## src/rtl/types.sv

```systemverilog
// Shared types for the instruction/data Avalon-MM arbiter.
package types;

  typedef logic [31:0] word;

  typedef enum logic {
    REQ_INSTR = 1'b0,
    REQ_DATA  = 1'b1
  } req_tag;

endpackage

```

## src/rtl/read_tag_fifo.sv

```systemverilog
// Tag FIFO that records which requester owns each outstanding downstream read.
module read_tag_fifo
  import types::*;
#(
  parameter int DEPTH = 4
) (
  input  logic                       clk,
  input  logic                       rst,
  input  logic                       push,
  input  req_tag                     push_tag,
  input  logic                       pop,
  output req_tag                     head_tag,
  output logic                       full,
  output logic                       empty,
  output logic [$clog2(DEPTH+1)-1:0] count
);

  localparam int PW = $clog2(DEPTH);

  logic [PW:0] wr_ptr;
  logic [PW:0] rd_ptr;
  req_tag      mem [DEPTH];
  logic        do_pop;
  logic        do_push;

  assign empty   = (wr_ptr == rd_ptr);
  assign full    = (wr_ptr[PW] != rd_ptr[PW]) && (wr_ptr[PW-1:0] == rd_ptr[PW-1:0]);
  assign do_pop  = pop && !empty;
  // a full FIFO still takes a push when the head leaves in the same cycle
  assign do_push = push && (!full || do_pop);
  assign count   = wr_ptr - rd_ptr;
  assign head_tag = mem[rd_ptr[PW-1:0]];

  always_ff @(posedge clk or posedge rst) begin
    if (rst) begin
      wr_ptr <= '0;
      rd_ptr <= '0;
    end else begin
      if (do_push) wr_ptr <= wr_ptr + 1'b1;
      if (do_pop)  rd_ptr <= rd_ptr + 1'b1;
    end
  end

  always_ff @(posedge clk) begin
    if (do_push) mem[wr_ptr[PW-1:0]] <= push_tag;
  end

endmodule

```

## src/rtl/avalon_arbiter.sv

```systemverilog
// Round-robin arbiter merging the CPU instruction and data managers onto one
// Avalon-MM host port, with in-order read response routing.
//
//  state  | meaning
//  IDLE   | grant decided combinationally from current requests
//  LOCK_I | instruction command stalled downstream, grant held
//  LOCK_D | data command stalled downstream, grant held
module avalon_arbiter
  import types::*;
#(
  parameter int MAX_PENDING = 4,
  parameter bit DATA_FIRST  = 1'b1
) (
  input  logic                             clk,
  input  logic                             rst,
  input  word                              i_address,
  input  logic [3:0]                       i_byteenable,
  input  logic                             i_read,
  output logic                             i_waitrequest,
  output word                              i_agent_to_host,
  output logic                             i_readdatavalid,
  input  word                              d_address,
  input  logic [3:0]                       d_byteenable,
  input  logic                             d_read,
  input  logic                             d_write,
  input  word                              d_host_to_agent,
  output logic                             d_waitrequest,
  output word                              d_agent_to_host,
  output logic                             d_readdatavalid,
  output word                              m_address,
  output logic [3:0]                       m_byteenable,
  output logic                             m_read,
  output logic                             m_write,
  output word                              m_host_to_agent,
  input  logic                             m_waitrequest,
  input  word                              m_agent_to_host,
  input  logic                             m_readdatavalid,
  output logic [$clog2(MAX_PENDING+1)-1:0] pending_count,
  output logic                             protocol_error
);

  typedef enum logic [1:0] {IDLE, LOCK_I, LOCK_D} state_t;

  state_t state;
  req_tag last_grant;
  req_tag grant_sel;
  logic   grant_valid;
  logic   req_i, req_d;
  logic   sel_read, sel_write;
  logic   read_blocked, stall, accepted;
  logic   fifo_full, fifo_empty, rdv_ok;
  req_tag head_tag;

  assign req_i = i_read;
  assign req_d = d_read || d_write;

  always_comb begin
    grant_valid = 1'b0;
    grant_sel   = REQ_DATA;
    case (state)
      LOCK_I: begin grant_valid = 1'b1; grant_sel = REQ_INSTR; end
      LOCK_D: begin grant_valid = 1'b1; grant_sel = REQ_DATA;  end
      default: begin
        if (req_i && req_d) begin
          grant_valid = 1'b1;
          grant_sel   = (last_grant == REQ_DATA) ? REQ_INSTR : REQ_DATA;
        end else if (req_d) begin
          grant_valid = 1'b1;
          grant_sel   = REQ_DATA;
        end else if (req_i) begin
          grant_valid = 1'b1;
          grant_sel   = REQ_INSTR;
        end
      end
    endcase
    if (rst) grant_valid = 1'b0;
  end

  assign sel_read  = (grant_sel == REQ_DATA) ? d_read : i_read;
  assign sel_write = (grant_sel == REQ_DATA) && d_write;

  // a pop in the same cycle frees a slot, so only a truly full FIFO blocks
  assign read_blocked = grant_valid && sel_read && fifo_full && !m_readdatavalid;

  assign m_read          = grant_valid && sel_read && !read_blocked;
  assign m_write         = grant_valid && sel_write;
  assign m_address       = (grant_sel == REQ_DATA) ? d_address : i_address;
  assign m_byteenable    = (grant_sel == REQ_DATA) ? d_byteenable : i_byteenable;
  assign m_host_to_agent = d_host_to_agent;

  assign accepted = (m_read || m_write) && !m_waitrequest;
  assign stall    = m_waitrequest || read_blocked;

  assign i_waitrequest = !(grant_valid && grant_sel == REQ_INSTR) || stall;
  assign d_waitrequest = !(grant_valid && grant_sel == REQ_DATA)  || stall;

  assign rdv_ok          = m_readdatavalid && !fifo_empty && !rst;
  assign i_readdatavalid = rdv_ok && (head_tag == REQ_INSTR);
  assign d_readdatavalid = rdv_ok && (head_tag == REQ_DATA);
  assign i_agent_to_host = m_agent_to_host;
  assign d_agent_to_host = m_agent_to_host;

  read_tag_fifo #(.DEPTH(MAX_PENDING)) u_tag_fifo (
    .clk      (clk),
    .rst      (rst),
    .push     (accepted && m_read),
    .push_tag (grant_sel),
    .pop      (m_readdatavalid),
    .head_tag (head_tag),
    .full     (fifo_full),
    .empty    (fifo_empty),
    .count    (pending_count)
  );

  always_ff @(posedge clk or posedge rst) begin
    if (rst) begin
      state          <= IDLE;
      last_grant     <= DATA_FIRST ? REQ_INSTR : REQ_DATA;
      protocol_error <= 1'b0;
    end else begin
      if (accepted) last_grant <= grant_sel;
      if (m_readdatavalid && fifo_empty) protocol_error <= 1'b1;
      case (state)
        IDLE: begin
          if ((m_read || m_write) && m_waitrequest)
            state <= (grant_sel == REQ_DATA) ? LOCK_D : LOCK_I;
        end
        default: begin
          // requester withdrawing its command also releases the lock
          if (accepted || !(sel_read || sel_write)) state <= IDLE;
        end
      endcase
    end
  end

endmodule

```

## config.mk

```make
export PLATFORM = sky130hd
export DESIGN_NAME = avalon_arbiter
export DESIGN_NICKNAME = d
export VERILOG_FILES = /design/src/rtl/types.sv /design/src/rtl/read_tag_fifo.sv /design/src/rtl/avalon_arbiter.sv
export SDC_FILE = /design/constraint.sdc
export NUM_CORES = 1
export LEC_CHECK = 0
export CAP_MARGIN = 20
export CORE_AREA = 2 2 109 111
export DETAILED_ROUTE_END_ITERATION = 7
export DIE_AREA = 0 0 111 113
export PLACE_DENSITY = 0.74
export SETUP_SLACK_MARGIN = 0.2
export SLEW_MARGIN = 20
export SYNTH_ARGS = -nofsm -noshare
export SYNTH_HDL_FRONTEND = slang
export SYNTH_HIERARCHICAL = 1
export SYNTH_SLANG_ARGS = --single-unit
export TNS_END_PERCENT = 50
```

## constraint.sdc

```tcl
create_clock -name clk -period 7.55 [get_ports clk]
set_clock_uncertainty 0.2 [all_clocks]
set_input_delay 1.8875 -clock clk [delete_from_list [all_inputs] [get_ports clk]]
set_output_delay 1.8875 -clock clk [all_outputs]
set_load 0.05 [all_outputs]
```

# Word level (Yosys, flattened, before mapping)
# Memories as Yosys holds them, arrays and structs flattened.
# Cells that the tools add are included.
# W data, S select, Z words.
# op_classes
n_reduce_logical,40
eq_ne,6
bitwise_logic,2
addsub,3
n_mux,19
# ops
operator,count
$mux W32,1
$logic_and A1 B1 Y1,19
$mux W1,12
$logic_not A1 Y1,9
$logic_or A1 B1 Y1,8
$mux W2,4
$add A3 B1 Y3 const B,2
$mux W4,1
$eq A3 B3 Y1,1
$sub A3 B3 Y3,1
$eq A2 B1 Y1 const B,1
$eq A2 B2 Y1,1
$eq A2 B2 Y1 const B,1
$logic_not A2 Y1,1
$ne A2 B2 Y1 const B,1
$not A1 Y1,2
$pmux W1 S2,1
$reduce_and A2 Y1,1
$reduce_bool A2 Y1,1
$reduce_or A2 Y1,1
$ne A1 B1 Y1,1
# totals
out_inout_bits,142
n_memories,1
ramBits,4
reg_bits,10
# memory_table
memory,depth,word_bits,rd,rd_ports_with_merged_regs,write_ports,line_no,source
u_tag_fifo.mem,4,1,1,0,1,read_tag_fifo.sv:22,req_tag mem [DEPTH];

# Depth between registers and ports, before layout
# depth
ltp_word,16
depth_mapped,10

# Cells and area by module
# The synthesis kept the hierarchy.
# modules_own_cells
mod,seq_area_each_um2,n_inst,cells_per_inst,area_each_um2
avalon_arbiter,100.1,1,186,1577.8
read_tag_fifo,270.3,1,51,613.1

# Worst setup path before layout
# OpenSTA, ideal clock, no wires.
# synth_timing
kind,input port to output port
from,input port rst
to,output port i_readdatavalid
required_time_ns,5.463
setup_slack_ns,1.918
t_arrival_ns,3.544
n_path_buf,0
cell_stages,1
cell_sequence,nor4b_1
# synth_via
elab_chain_cells,3
# synth_rtl
element,line_no,source
start: declaration,avalon_arbiter.sv:15,"input logic rst,"
$logic_not A1 Y1 (no line),--,
$logic_and A1 B1 Y1,avalon_arbiter.sv:97,assign rdv_ok = m_readdatavalid && !fifo_empty && !rst;
$logic_and A1 B1 Y1,avalon_arbiter.sv:98,assign i_readdatavalid = rdv_ok && (head_tag == REQ_INSTR);
end: declaration,avalon_arbiter.sv:21,"output logic i_readdatavalid,"
# No other way between the ends.

# Worst setup path after layout
# layout_timing
from,input port d_write
to,output port m_address[12]
# layout_via
elab_chain_cells,5
elab_cells_between_ends,6
classes_between,mux (4); reduce/logical (2)
# layout_rtl
element,line_no,source
start: declaration,avalon_arbiter.sv:25,"input logic d_write,"
$logic_or A1 B1 Y1 *,avalon_arbiter.sv:55,assign req_d = d_read || d_write;
$mux W1 or $logic_and A1 B1 Y1 (tied branches),"avalon_arbiter.sv:67, avalon_arbiter.sv:64",
$mux W1 *,avalon_arbiter.sv:64,if (req_i && req_d) begin
$pmux W1 S2 *,avalon_arbiter.sv:60,case (state)
$mux W32 *,avalon_arbiter.sv:87,assign m_address = (grant_sel == REQ_DATA) ? d_address : i_address;
end: declaration,avalon_arbiter.sv:30,"output word m_address,"
# Every way passes the cells marked *; elsewhere a longest branch is shown, timed or not.

==> flow_summary.json <==
{
  "drive_above_1_share": 0.2143,
  "route.detailed.wl_per_inst_um": 13.64,
  "avgSynthCellArea_um2": 9.244,
  "async_flop_share": 0.7143,
  "synth_fp_nets": 390,
  "place_congestion": 0.8269,
  "leakage_nw": 1.143,
  "reg2regPathDepth": 10,
  "final_nets": 420,
  "dp_slack_ps": 1022,
  "cp.required_ps": 5460,
  "die_area_um2": 12540,
  "synth_top_area_share": 0.3290,
  "rows": 39,
  "cpMostUsedCell": "clkdlybuf4s50_1",
  "first_iter_violations": 45,
  "core_area_um2": 11270,
  "grtUsageTotal": 0.08503,
  "yosysSeqAreaShare": 0.1690,
  "ys_types": 45,
  "synthTopCellsByCount": "96 x buf_4, 38 x mux2_2, 13 x inv_1",
  "crit_path_end_kind": "primary output",
  "top_level_ports": 285,
  "clk_pin_slew_ps": 50,
  "syn_inst": 237,
  "netlist_top_cells_area": "buf_4 33%, mux2_2 20%, dfrtp_1 11%",
  "max_cap_violations": 0,
  "critPathLaunchType": "input port",
  "die_y_um": 113,
  "die_x_um": 111,
  "cts-root-buf": "clkbuf_16",
  "holdCritPathClass": "reg2reg",
  "slowest_delay_ps": 710,
  "fin_area_um2": 2969,
  "outcome": "complete, no violations",
  "cp_max_fo": 32,
  "hold_viol_final": 0,
  "synth.ff_latch_count": 14,
  "layout_setup_ws_ps": 1056,
  "postPlaceCellArea_um2": 2890,
  "cp_slowest_cell": "clkdlybuf4s50_1",
  "critPathArrivalTime_ps": 4410,
  "overflow": 0,
  "fin_setup_tns_ps": 0,
  "route.detailed.drc": 0,
  "drv_slew": 0,
  "rsz0062_at_grt": "no",
  "combPwrFrac": 0.825,
  "grt_pass1_wl_mm": 8.625,
  "min_delay_path_depth": 1,
  "htree_levels": 1,
  "powerDensity_nw_per_um2": 468.2,
  "grt_max_degree": 33,
  "yosys.area.top_type": "buf_4",
  "worstSkewPairLatency_ps": 240,
  "seqPwrFrac": 0.102,
  "post-route-min-period_ps": 6494,
  "tightest_slew_ps": 518.7,
  "cts_inserted_buffers": 3,
  "cts_buffer_depth": 2,
  "ctsHoldBuffers": 0,
  "p_switching_mw": 0.7523,
  "relSlewSlack": 0.6531,
  "io_buffers": 124,
  "first_pass_iters": 4,
  "post_cts_resized": 0,
  "timing.fmax_ghz": 0.1540,
  "synth_most_common_cell": "buf_4",
  "ant_nets": 0,
  "syn2layout_area_growth_pct": 35.52,
  "n_antenna_cell": 0,
  "hpwlAfterDp_mm": 4.752,
  "cts_tree": "yes",
  "synth_ff_type": "dfrtp_1",
  "vias": 1623,
  "drt-total-wl_mm": 5.579,
  "initial_core_util": 0.1944,
  "grt_pass1_vias": 1747,
  "viasPerCell": 3.968,
  "clkPwrFrac": 0.073,
  "clock_sinks": 14,
  "postCtsSetupBuffers": 0,
  "critical_path_class": "in2out",
  "synthesis.area_um2": 2191,
  "max-vdd-ir-drop_v": 0.0002485,
  "intPower_mw": 0.6378,
  "synth_edf_count": 4,
  "path_cells": "clkdlybuf4s50_1 -> o21bai_1 -> a31oi_4 -> buf_12 -> mux2_2 -> clkdlybuf4s50_1",
  "yosys_warnings": 6,
  "switching_share": 0.5412,
  "finalCritPeriodShare": 0.8601,
  "setup_viol_count_final": 0,
  "grt_antenna_before_repair": 0
}
==> final timing paths <==
path / start / to / slack [ps]
min in group asynchronous: rst / protocol_error$_DFFE_PP0P_ / 1840
setup / recovery: d_write / m_address[12] / 1060
hold reg to reg: protocol_error$_DFFE_PP0P_ / protocol_error$_DFFE_PP0P_ / 260
hold / removal: protocol_error$_DFFE_PP0P_ / protocol_error$_DFFE_PP0P_ / 260
setup reg to reg: state[1]$_DFFE_PP0P_ / u_tag_fifo/wr_ptr[2]$_DFFE_PP0P_ / 4680
max in group asynchronous: rst / u_tag_fifo/wr_ptr[2]$_DFFE_PP0P_ / 5080
==> state kept, by name, indices dropped and copies added, names as in the netlist <==
| signal | flops |
|---|---|
| state | 2 |
| u_tag_fifo/mem | 4 |
| u_tag_fifo/wr_ptr | 3 |
| last_grant | 1 |
| u_tag_fifo/rd_ptr | 3 |
| protocol_error | 1 |
==> per-layer routing <==
metal  track usage  up-vias  share of wire
li1              -      756              -
met1       0.08582      744           0.36
met2        0.1558       89           0.51
met3       0.03374       34           0.10
met4       0.03667        0          0.029
met5             0        -              0
==> cells by family (layout without fill, tap and decap cells) <==
family          after synthesis  after routing  share of synthesized area
fa+ha+maj                    10             10                    0.06054
simple gates                 35             35                    0.09596
buf+inv                     113            142                     0.3604
mux                          41             41                     0.2170
xor+xnor                      6              6                    0.02399
flops                        14             14                     0.1690
compound gates               18             18                    0.07311
==> power groups by stage <==
| stage | Clock, mW | Combinational [mW] | Sequential, mW |
|---|---|---|---|
| after detailed placement | 0 | 1.16 | 0.143 |
| after global placement | 0 | 1.14 | 0.142 |
| final | 0.101 | 1.15 | 0.142 |
| after global routing | 0.107 | 1.21 | 0.148 |
| after floorplan | 0 | 0.940 | 0.145 |
| after CTS | 0.104 | 1.16 | 0.142 |
==> worst max-delay path: cells and delay by family <==
kind | cells | cell delay, ps
buffers and inverters | 3 | 1530
AO/OA/AOI/OAI | 2 | 590
multiplexers | 1 | 380
==> placed cells by master (no fill, tap or decap), types with 2 or more instances in the layout <==
master and n:
clkdlybuf4s50_1 124, mux2_2 38, inv_1 13, dfrtp_1 10, ha_1 9, nand2_1 8
nor2_1 6, and2_2 5, xnor2_1 4, edfxtp_1 4, clkbuf_16 3, nand3b_1 2
o21ai_1 2, xor2_1 2, a21oi_1 2, a32o_1 2, o21ai_0 2
==> through the flow <==
| step | hold slack, ps | utilization | instances | total power, mW |
|---|---|---|---|---|
| 6_report | 260.3 | 0.2634 | 409 | 1.390 |
| 5_1_grt | 298.9 | 0.2634 | 409 | 1.467 |
| 4_1_cts | 268.3 | 0.2634 | 409 | 1.408 |
| 3_5_place_dp | 258.7 | 0.2564 | 405 | 1.303 |
| 3_3_place_gp | 256.1 | 0.2564 | 405 | 1.284 |
| 2_1_floorplan | 265.8 | - | 237 | 1.085 |
==> cell type report <==
cell class	instances	area (µm²)
clock buffers	3	75.07
clock inverters	1	3.754
fillers	1175	8303
inverters	13	48.80
multi-input cells	110	1031
flip-flops and latches	14	370.4
well taps	143	178.9
repair buffers	125	1261
Note: power is estimated with default switching activity, not from simulation.
